File: config.mk
export PLATFORM = sky130hd
export DESIGN_NAME = pic_host_sequencer
export DESIGN_NICKNAME = d
export VERILOG_FILES = /design/src/rtl/pic_host_sequencer.sv
export SDC_FILE = /design/constraint.sdc
export NUM_CORES = 1
export LEC_CHECK = 0
export CAP_MARGIN = 40
export CELL_PAD_IN_SITES_DETAIL_PLACEMENT = 0
export CELL_PAD_IN_SITES_GLOBAL_PLACEMENT = 2
export CORE_MARGIN = 2
export CORE_UTILIZATION = 21
export CTS_BUF_LIST = sky130_fd_sc_hd__clkbuf_8
export CTS_CLUSTER_SIZE = 24
export DETAILED_ROUTE_END_ITERATION = 10
export PLACE_DENSITY = 0.84
export SLEW_MARGIN = 10
export SYNTH_ARGS = -nofsm -noshare
export SYNTH_HDL_FRONTEND = slang
export SYNTH_SLANG_ARGS = --single-unit
File: constraint.sdc
create_clock -name clk -period 1.4 [get_ports clk]
set_clock_uncertainty 0.1 [all_clocks]
set_input_delay 0.21 -clock clk [delete_from_list [all_inputs] [get_ports clk]]
set_output_delay 0.21 -clock clk [all_outputs]
set_load 0.01 [all_outputs]
File: src/rtl/pic_host_sequencer.sv
// pic_host_sequencer: CPU-side driver for the 8259 control logic.
// Programs ICW1/ICW2/ICW4/OCW1 after start, then answers each INT with a
// two-pulse INTA sequence, latches the vector and (unless auto-EOI) issues
// a non-specific EOI through OCW2 once the CPU reports service completion.
module pic_host_sequencer #(
    parameter logic [4:0] VECTOR_BASE  = 5'b00100,
    parameter logic [7:0] MASK         = 8'h00,
    parameter logic       AEOI         = 1'b0,
    parameter int         PULSE_CYCLES = 2,
    parameter int         GAP_CYCLES   = 1
) (
    input  logic       clk,
    input  logic       rst,
    input  logic       start,
    input  logic       eoi_req,
    input  logic       INT,
    input  logic [7:0] din,
    output logic [7:0] dout,
    output logic       A0,
    output logic [3:0] ICWs,
    output logic [3:0] OCWs,
    output logic       INTA,
    output logic       busy,
    output logic       init_done,
    output logic [7:0] vector,
    output logic       vector_valid
);

    // Counter must hold the longest dwell minus one; write states need 2 cycles.
    localparam int MAXC = (PULSE_CYCLES > GAP_CYCLES) ?
                          ((PULSE_CYCLES > 2) ? PULSE_CYCLES : 2) :
                          ((GAP_CYCLES > 2) ? GAP_CYCLES : 2);
    localparam int CW   = $clog2(MAXC);

    typedef enum logic [3:0] {
        IDLE, WR_ICW1, WR_ICW2, WR_ICW4, WR_OCW1, READY,
        ACK1, GAP, ACK2, SERVICE, WR_EOI
    } state_t;

    state_t        state, state_nxt;
    logic [CW-1:0] cnt;
    logic          int_s;
    logic          phase0;
    logic          cnt_done;

    // Dwell length (minus one) loaded when a state is entered.
    function automatic logic [CW-1:0] reload(input state_t s);
        logic [CW-1:0] r;
        r = '0;
        case (s)
            WR_ICW1, WR_ICW2, WR_ICW4, WR_OCW1, WR_EOI: r = CW'(1);
            ACK1, ACK2: r = CW'(PULSE_CYCLES - 1);
            GAP:        r = CW'(GAP_CYCLES - 1);
            default:    r = '0;
        endcase
        return r;
    endfunction

    // Write states: strobe high while cnt is 1 (phase 0), low while 0 (phase 1).
    assign phase0   = (cnt != '0);
    assign cnt_done = (cnt == '0);

    // State register and dwell counter; counter reloads on every state change.
    always_ff @(posedge clk) begin
        if (rst) begin
            state <= IDLE;
            cnt   <= '0;
        end else begin
            state <= state_nxt;
            if (state_nxt != state)
                cnt <= reload(state_nxt);
            else if (cnt != '0)
                cnt <= cnt - CW'(1);
        end
    end

    // Next-state decode; INT only matters in READY, eoi_req only in SERVICE.
    always_comb begin
        state_nxt = state;
        case (state)
            IDLE:    if (start)    state_nxt = WR_ICW1;
            WR_ICW1: if (cnt_done) state_nxt = WR_ICW2;
            WR_ICW2: if (cnt_done) state_nxt = WR_ICW4;
            WR_ICW4: if (cnt_done) state_nxt = WR_OCW1;
            WR_OCW1: if (cnt_done) state_nxt = READY;
            READY:   if (int_s)    state_nxt = ACK1;
            ACK1:    if (cnt_done) state_nxt = GAP;
            GAP:     if (cnt_done) state_nxt = ACK2;
            ACK2:    if (cnt_done) state_nxt = AEOI ? READY : SERVICE;
            SERVICE: if (eoi_req)  state_nxt = WR_EOI;
            WR_EOI:  if (cnt_done) state_nxt = READY;
            default: state_nxt = IDLE;
        endcase
    end

    // Bus, strobe and status outputs decoded from the current state.
    always_comb begin
        dout      = 8'h00;
        A0        = 1'b0;
        ICWs      = 4'b0000;
        OCWs      = 4'b0000;
        INTA      = 1'b1;
        busy      = !(state == IDLE || state == READY);
        init_done = !(state == IDLE || state == WR_ICW1 || state == WR_ICW2 ||
                      state == WR_ICW4 || state == WR_OCW1);
        case (state)
            WR_ICW1: begin
                dout = 8'h13;
                ICWs = phase0 ? 4'b0001 : 4'b0000;
            end
            WR_ICW2: begin
                dout = {VECTOR_BASE, 3'b000};
                A0   = 1'b1;
                ICWs = phase0 ? 4'b0010 : 4'b0000;
            end
            WR_ICW4: begin
                dout = {6'b000000, AEOI, 1'b1};
                A0   = 1'b1;
                ICWs = phase0 ? 4'b1000 : 4'b0000;
            end
            WR_OCW1: begin
                dout = MASK;
                A0   = 1'b1;
                OCWs = phase0 ? 4'b0001 : 4'b0000;
            end
            WR_EOI: begin
                dout = 8'h20;
                OCWs = phase0 ? 4'b0010 : 4'b0000;
            end
            ACK1, ACK2: INTA = 1'b0;
            default: ;
        endcase
    end

    // INT synchronizer and vector latch on the final ACK2 clock.
    always_ff @(posedge clk) begin
        if (rst) begin
            int_s        <= 1'b0;
            vector       <= 8'h00;
            vector_valid <= 1'b0;
        end else begin
            int_s        <= INT;
            vector_valid <= 1'b0;
            if (state == ACK2 && cnt_done) begin
                vector       <= din;
                vector_valid <= 1'b1;
            end
        end
    end

endmodule

Word level (Yosys, flattened, before mapping)
Memory sizes are Yosys's and may differ from the RTL's. Index checks and enable logic that the tools add are counted.

Add/sub/neg operators: 1. Equality and inequality tests: 11. Multiplexer cells: 22. Bitwise operators: 1. Reductions and logical operators: 13.

Operators by type and width (count): $mux W4 (11); $pmux W4 S10 (1); $pmux W6 S3 (1); $eq A4 B3 Y1 const B (4); $eq A4 B4 Y1 const B (3); $pmux W4 S3 (1); $eq A4 B2 Y1 const B (2); $mux W1 (6); $reduce_or A2 Y1 (3); $logic_or A1 B1 Y1 (5); $eq A4 B1 Y1 const B (1); $logic_not A4 Y1 (1); $ne A4 B4 Y1 (1); $pmux W2 S2 (1); $reduce_or A3 Y1 (1); $logic_not A1 Y1 (2); $mux W2 (1); $logic_and A1 B1 Y1 (1); $not A1 Y1 (1); $sub A1 B1 Y1 const B (1).

Register bits after elaboration: 15. Bits in read-only memories: 16. Output and inout port bits: 29. Logic and storage cells: 54. Memories kept: 1.

Memory list: (name not given) (words 16, width 1, read ports 1, clocked after Yosys merged registers in 0, wr ports 0, line 50) `case (s)`.

Depth between registers and ports, before layout
Word-level depth: 6. Mapped depth: 6. Mapped depth without buffers: 4.

Least setup slack after synthesis
Ideal clock, no wire load.

Path kind: register to register. From: register state[0]. To: register cnt. Library setup time: 0.079 ns. Arrival time: 1.295 ns. Data required time: 1.221 ns. Setup slack: -0.074 ns. Cell stages (with the launch flop): 5. Path buffers: 0. Path through: dfxtp_1 -> or3b_1 -> and3b_1 -> a221o_1 -> a211oi_2.

Word-level cells in the longest chain between the ends: 5. Elaborated cells between the ends (all ways): 26. Those cells by class: eq/ne (11); mux (12); reduce/logical (2); memory (1).

RTL lines: start: declaration (line 40) `state_t state, state_nxt;`; start signal: assignment (line 69) `state <= state_nxt;`; $eq A4 B3 Y1 or $eq A4 B4 Y1 (tied branches) (line 80) `case (state)`; $reduce_or A2 Y1 (no source line); $pmux W4 S10 (line 80); $mem_v2 Z16 W1 or $ne A4 B4 Y1 (tied branches); $mux W1 * (line 70) `if (state_nxt != state)`; end signal: assignment (line 71) `cnt <= reload(state_nxt);`; end signal: assignment (line 73) `cnt <= cnt - CW'(1);`; end: declaration (line 41) `logic [CW-1:0] cnt;`.

Mark *: on every way between the ends. The rest lies on a longest branch, timed or not. A chain may end at the register's enable or synchronous reset.

Worst setup path in the final report
Same ends and word-level chain as after synthesis.

==> results.py <==
metrics = {
    "outcome": {
        "outcome": "finished, violations left",
        "violations": "negative setup slack",
    },
    "grt": {
        "grt_antenna_before_repair": 0,
        "grt_use_total_pct": 12.36,
        "grt_max_degree": 13,
        "grt_overflow_total": 0,
        "grt_first_pass_wirelength_um": 5168,
        "first_global_vias": 1142,
    },
    "detailed_routing": {
        "via_count": 1120,
        "wl_met2_um": 1531,
        "topRoutingLayerUsed": "met4",
        "via_per_inst": 4.409,
        "drt-initial-drc-count": 32,
        "finalWirelength_um": 3166,
        "m1WireLength_um": 1393,
        "dr.pass1.iters": 5,
        "wl_per_cell_um": 12.46,
        "ant_nets": 0,
        "wl_met3_um": 219,
        "drc": 0,
    },
    "critical_path": {
        "reg2reg_depth": 5,
        "crit_type": "reg2reg",
        "cp_data_required_time_ns": 1.48,
        "r2r-end": "cnt",
        "cp_slowest_stage_delay_ns": 0.38,
        "crit_chain": "buf_6, or3b_1, and3b_1, a221o_1, a211oi_2",
        "crit_path_start_kind": "flip-flop",
        "path_max_fanout": 6,
        "cp.arrival_ns": 1.76,
        "timing.rr.start": "state[0]",
        "critPathSlowestCell": "or3b_1",
        "reg2reg_slack_ns": -0.27,
        "crit_path_end_kind": "flip-flop",
    },
    "floorplan": {
        "io_pins": 42,
        "die_h_um": 73.21,
        "row_count": 25,
        "coreArea_um2": 4661,
        "die_w_um": 73.21,
        "dieArea_um2": 5360,
        "start_util_pct": 21.58,
    },
    "pwr": {
        "swShare_pct": 37.69,
        "comb_power_share_pct": 61.9,
        "seq_power_share_pct": 22.3,
        "power_density_nw_per_um2": 1289,
        "ir_drop_uv": 652.5,
        "p_leak_nw": 0.8265,
        "p_sw_mw": 0.9112,
        "power_frac_clock_pct": 15.8,
        "finalPower_mw": 2.418,
        "p_int_mw": 1.506,
    },
    "cells_and_area": {
        "nNetsFinal": 214,
        "syn_to_final_growth_pct": 86.44,
        "final_util_pct": 40.24,
        "n_antenna_cell": 0,
        "nFillCells": 480,
        "drive_gt1_share_pct": 46.50,
    },
    "flow_run": {
        "max_cap_violations": 0,
    },
    "worst_hold_path": {
        "worstHoldEndpoint": "vector[6]",
        "worstHoldPathCells": 2,
        "hp-start": "vector[6]",
        "hp-class": "reg2reg",
    },
    "timing": {
        "slew_violations": 0,
        "setup_ws_ns": -0.2726,
        "fin_crit_ns": 1.673,
        "fmax_ghz": 0.5979,
        "hold_viol": 0,
        "grt_setup_unrepaired": "yes",
        "finalCritPeriodShare_pct": 119.5,
        "setup_viol": 25,
    },
    "clock_network": {
        "cts_tree": "yes",
        "cts_buffers": 3,
        "clk_latency_ns": 0.26,
        "clockBufferDepth": 2,
        "hold_buffers": 0,
        "cts_root_buf": "clkbuf_8",
        "cts_max_level": 1,
        "path_clk_slew_ns": 0.07,
        "cts_sinks": 15,
    },
    "placed_design": {
        "post-place-ws_ns": -0.4594,
        "dp_hpwl_um": 2076,
        "portBuffers": 34,
        "gp_congestion": 0.7484,
    },
    "synth": {
        "yosys_warnings": 0,
        "ys_ff_latch": 15,
        "ys_types": 34,
        "avgSynthCellArea_um2": 7.921,
        "netlist_area_um2": 1006,
        "synth-seq-area-share_pct": 29.85,
        "synthArstFlopShare_pct": 0,
        "synth_edf_count": 0,
        "ys.flop_type": "dfxtp_1",
        "netlist_instances": 127,
    },
}
==> cell families (layout without fill, tap and decap cells) <==
family          after synthesis  in the layout  share of synthesized area (%)
buf+inv                      24             91                          15.42
other cells                   1              7                         0.3728
xor+xnor                      1              1                         0.8708
compound gates               19             19                          14.06
simple gates                 57             57                          29.35
flops                        15             15                          29.85
mux                          10             10                          10.07
==> through the flow <==
step	TNS [ns]	instance area, um2	hold WS [ns]	cells
2_1_floorplan	-0.1157	1047	0.1816	133
3_3_place_gp	-8.476	1558	0.3716	233
3_5_place_dp	-8.205	1558	0.3884	233
4_1_cts	-4.058	1783	0.3955	253
5_1_grt	-5.378	1876	0.4059	254
6_report	-3.681	1876	0.3907	254
==> cell usage after synthesis (2+ instances only) <==
cell type,n,area (um2)
nor2b_1,3,18.77
a21oi_1,3,15.01
a31oi_1,3,18.77
nand2_1,4,15.01
nor2_1,23,86.33
o21ai_0,4,20.02
buf_6,2,22.52
inv_1,5,18.77
nor3_1,6,30.03
nand2b_1,11,68.82
buf_2,4,20.02
mux2i_1,9,90.09
dfxtp_1,15,300.3
nor4b_1,3,26.28
nand3b_1,2,15.01
buf_4,12,90.09
==> worst max-delay path, delay by kind of cell, from the launching register on <==
family / cells / cell delay (ns)
AND/OR/NAND/NOR: 2 / 0.57
flip-flops: 1 / 0.37
AO/OA/AOI/OAI: 2 / 0.44
buffers and inverters: 1 / 0.12
==> cell type report <==
class,count,area [um2],share of cell area (%)
flip-flops and latches,15,315.3,16.81
repair buffers,82,701.9,37.42
clock inverters,1,7.507,0.4003
well taps,54,67.56,3.602
clock buffers,3,41.29,2.201
multi-input cells,94,723.2,38.56
inverters,5,18.77,1.001
==> layer usage <==
| layer | up-vias | global-route usage [%] |
|---|---|---|
| li1 | 568 | - |
| met1 | 513 | 15.05 |
| met2 | 36 | 21.02 |
| met3 | 3 | 3.867 |
| met4 | 0 | 3.086 |
| met5 | - | 0 |
==> cells in the final DEF (no fill, tap or decap), types with 3 or more instances in the layout <==
master / count
a31oi_1: 3
buf_2: 12
buf_4: 28
buf_6: 19
clkbuf_8: 3
clkdlybuf4s50_1: 12
conb_1: 7
dfxtp_1: 11
dfxtp_4: 4
dlygate4sd2_1: 9
inv_1: 5
mux2i_1: 9
nand2b_1: 6
nand2b_4: 5
nor2_1: 20
nor2_4: 3
nor2b_1: 3
nor3_2: 4
==> registers in the layout, indices dropped and copies added (netlist names) <==
| name | count |
|---|---|
| state | 4 |
| int_s | 1 |
| vector | 8 |
| cnt | 1 |
| vector_valid | 1 |
==> worst max-delay path by stage <==
stage / start / slack [ns] / cells after the start / end
after global placement: start / -0.45 / 5 / cnt
final: state[0] / -0.27 / 5 / cnt
after detailed placement: start / -0.46 / 5 / cnt
after CTS: state[0] / -0.26 / 5 / cnt
after floorplan: state[2] / -0.06 / 4 / cnt
after global routing: state[0] / -0.33 / 5 / cnt
==> power by group through the flow <==
| stage | sequential (mW) | combinational (mW) | clock (mW) |
|---|---|---|---|
| 2_1_floorplan | 0.494 | 0.635 | 0 |
| 3_3_place_gp | 0.538 | 1.12 | 0 |
| 3_5_place_dp | 0.536 | 1.12 | 0 |
| 4_1_cts | 0.533 | 1.36 | 0.397 |
| 5_1_grt | 0.543 | 1.62 | 0.425 |
| 6_report | 0.539 | 1.50 | 0.382 |
==> repair_timing <==
item                       4_1_cts  5_1_grt
gates resized for setup         98       21
setup endpoints to repair       34       27
setup buffers                   15        1
cloned                           1        0
pin swaps                        7        5
Note: power is estimated with default switching activity, not from simulation.
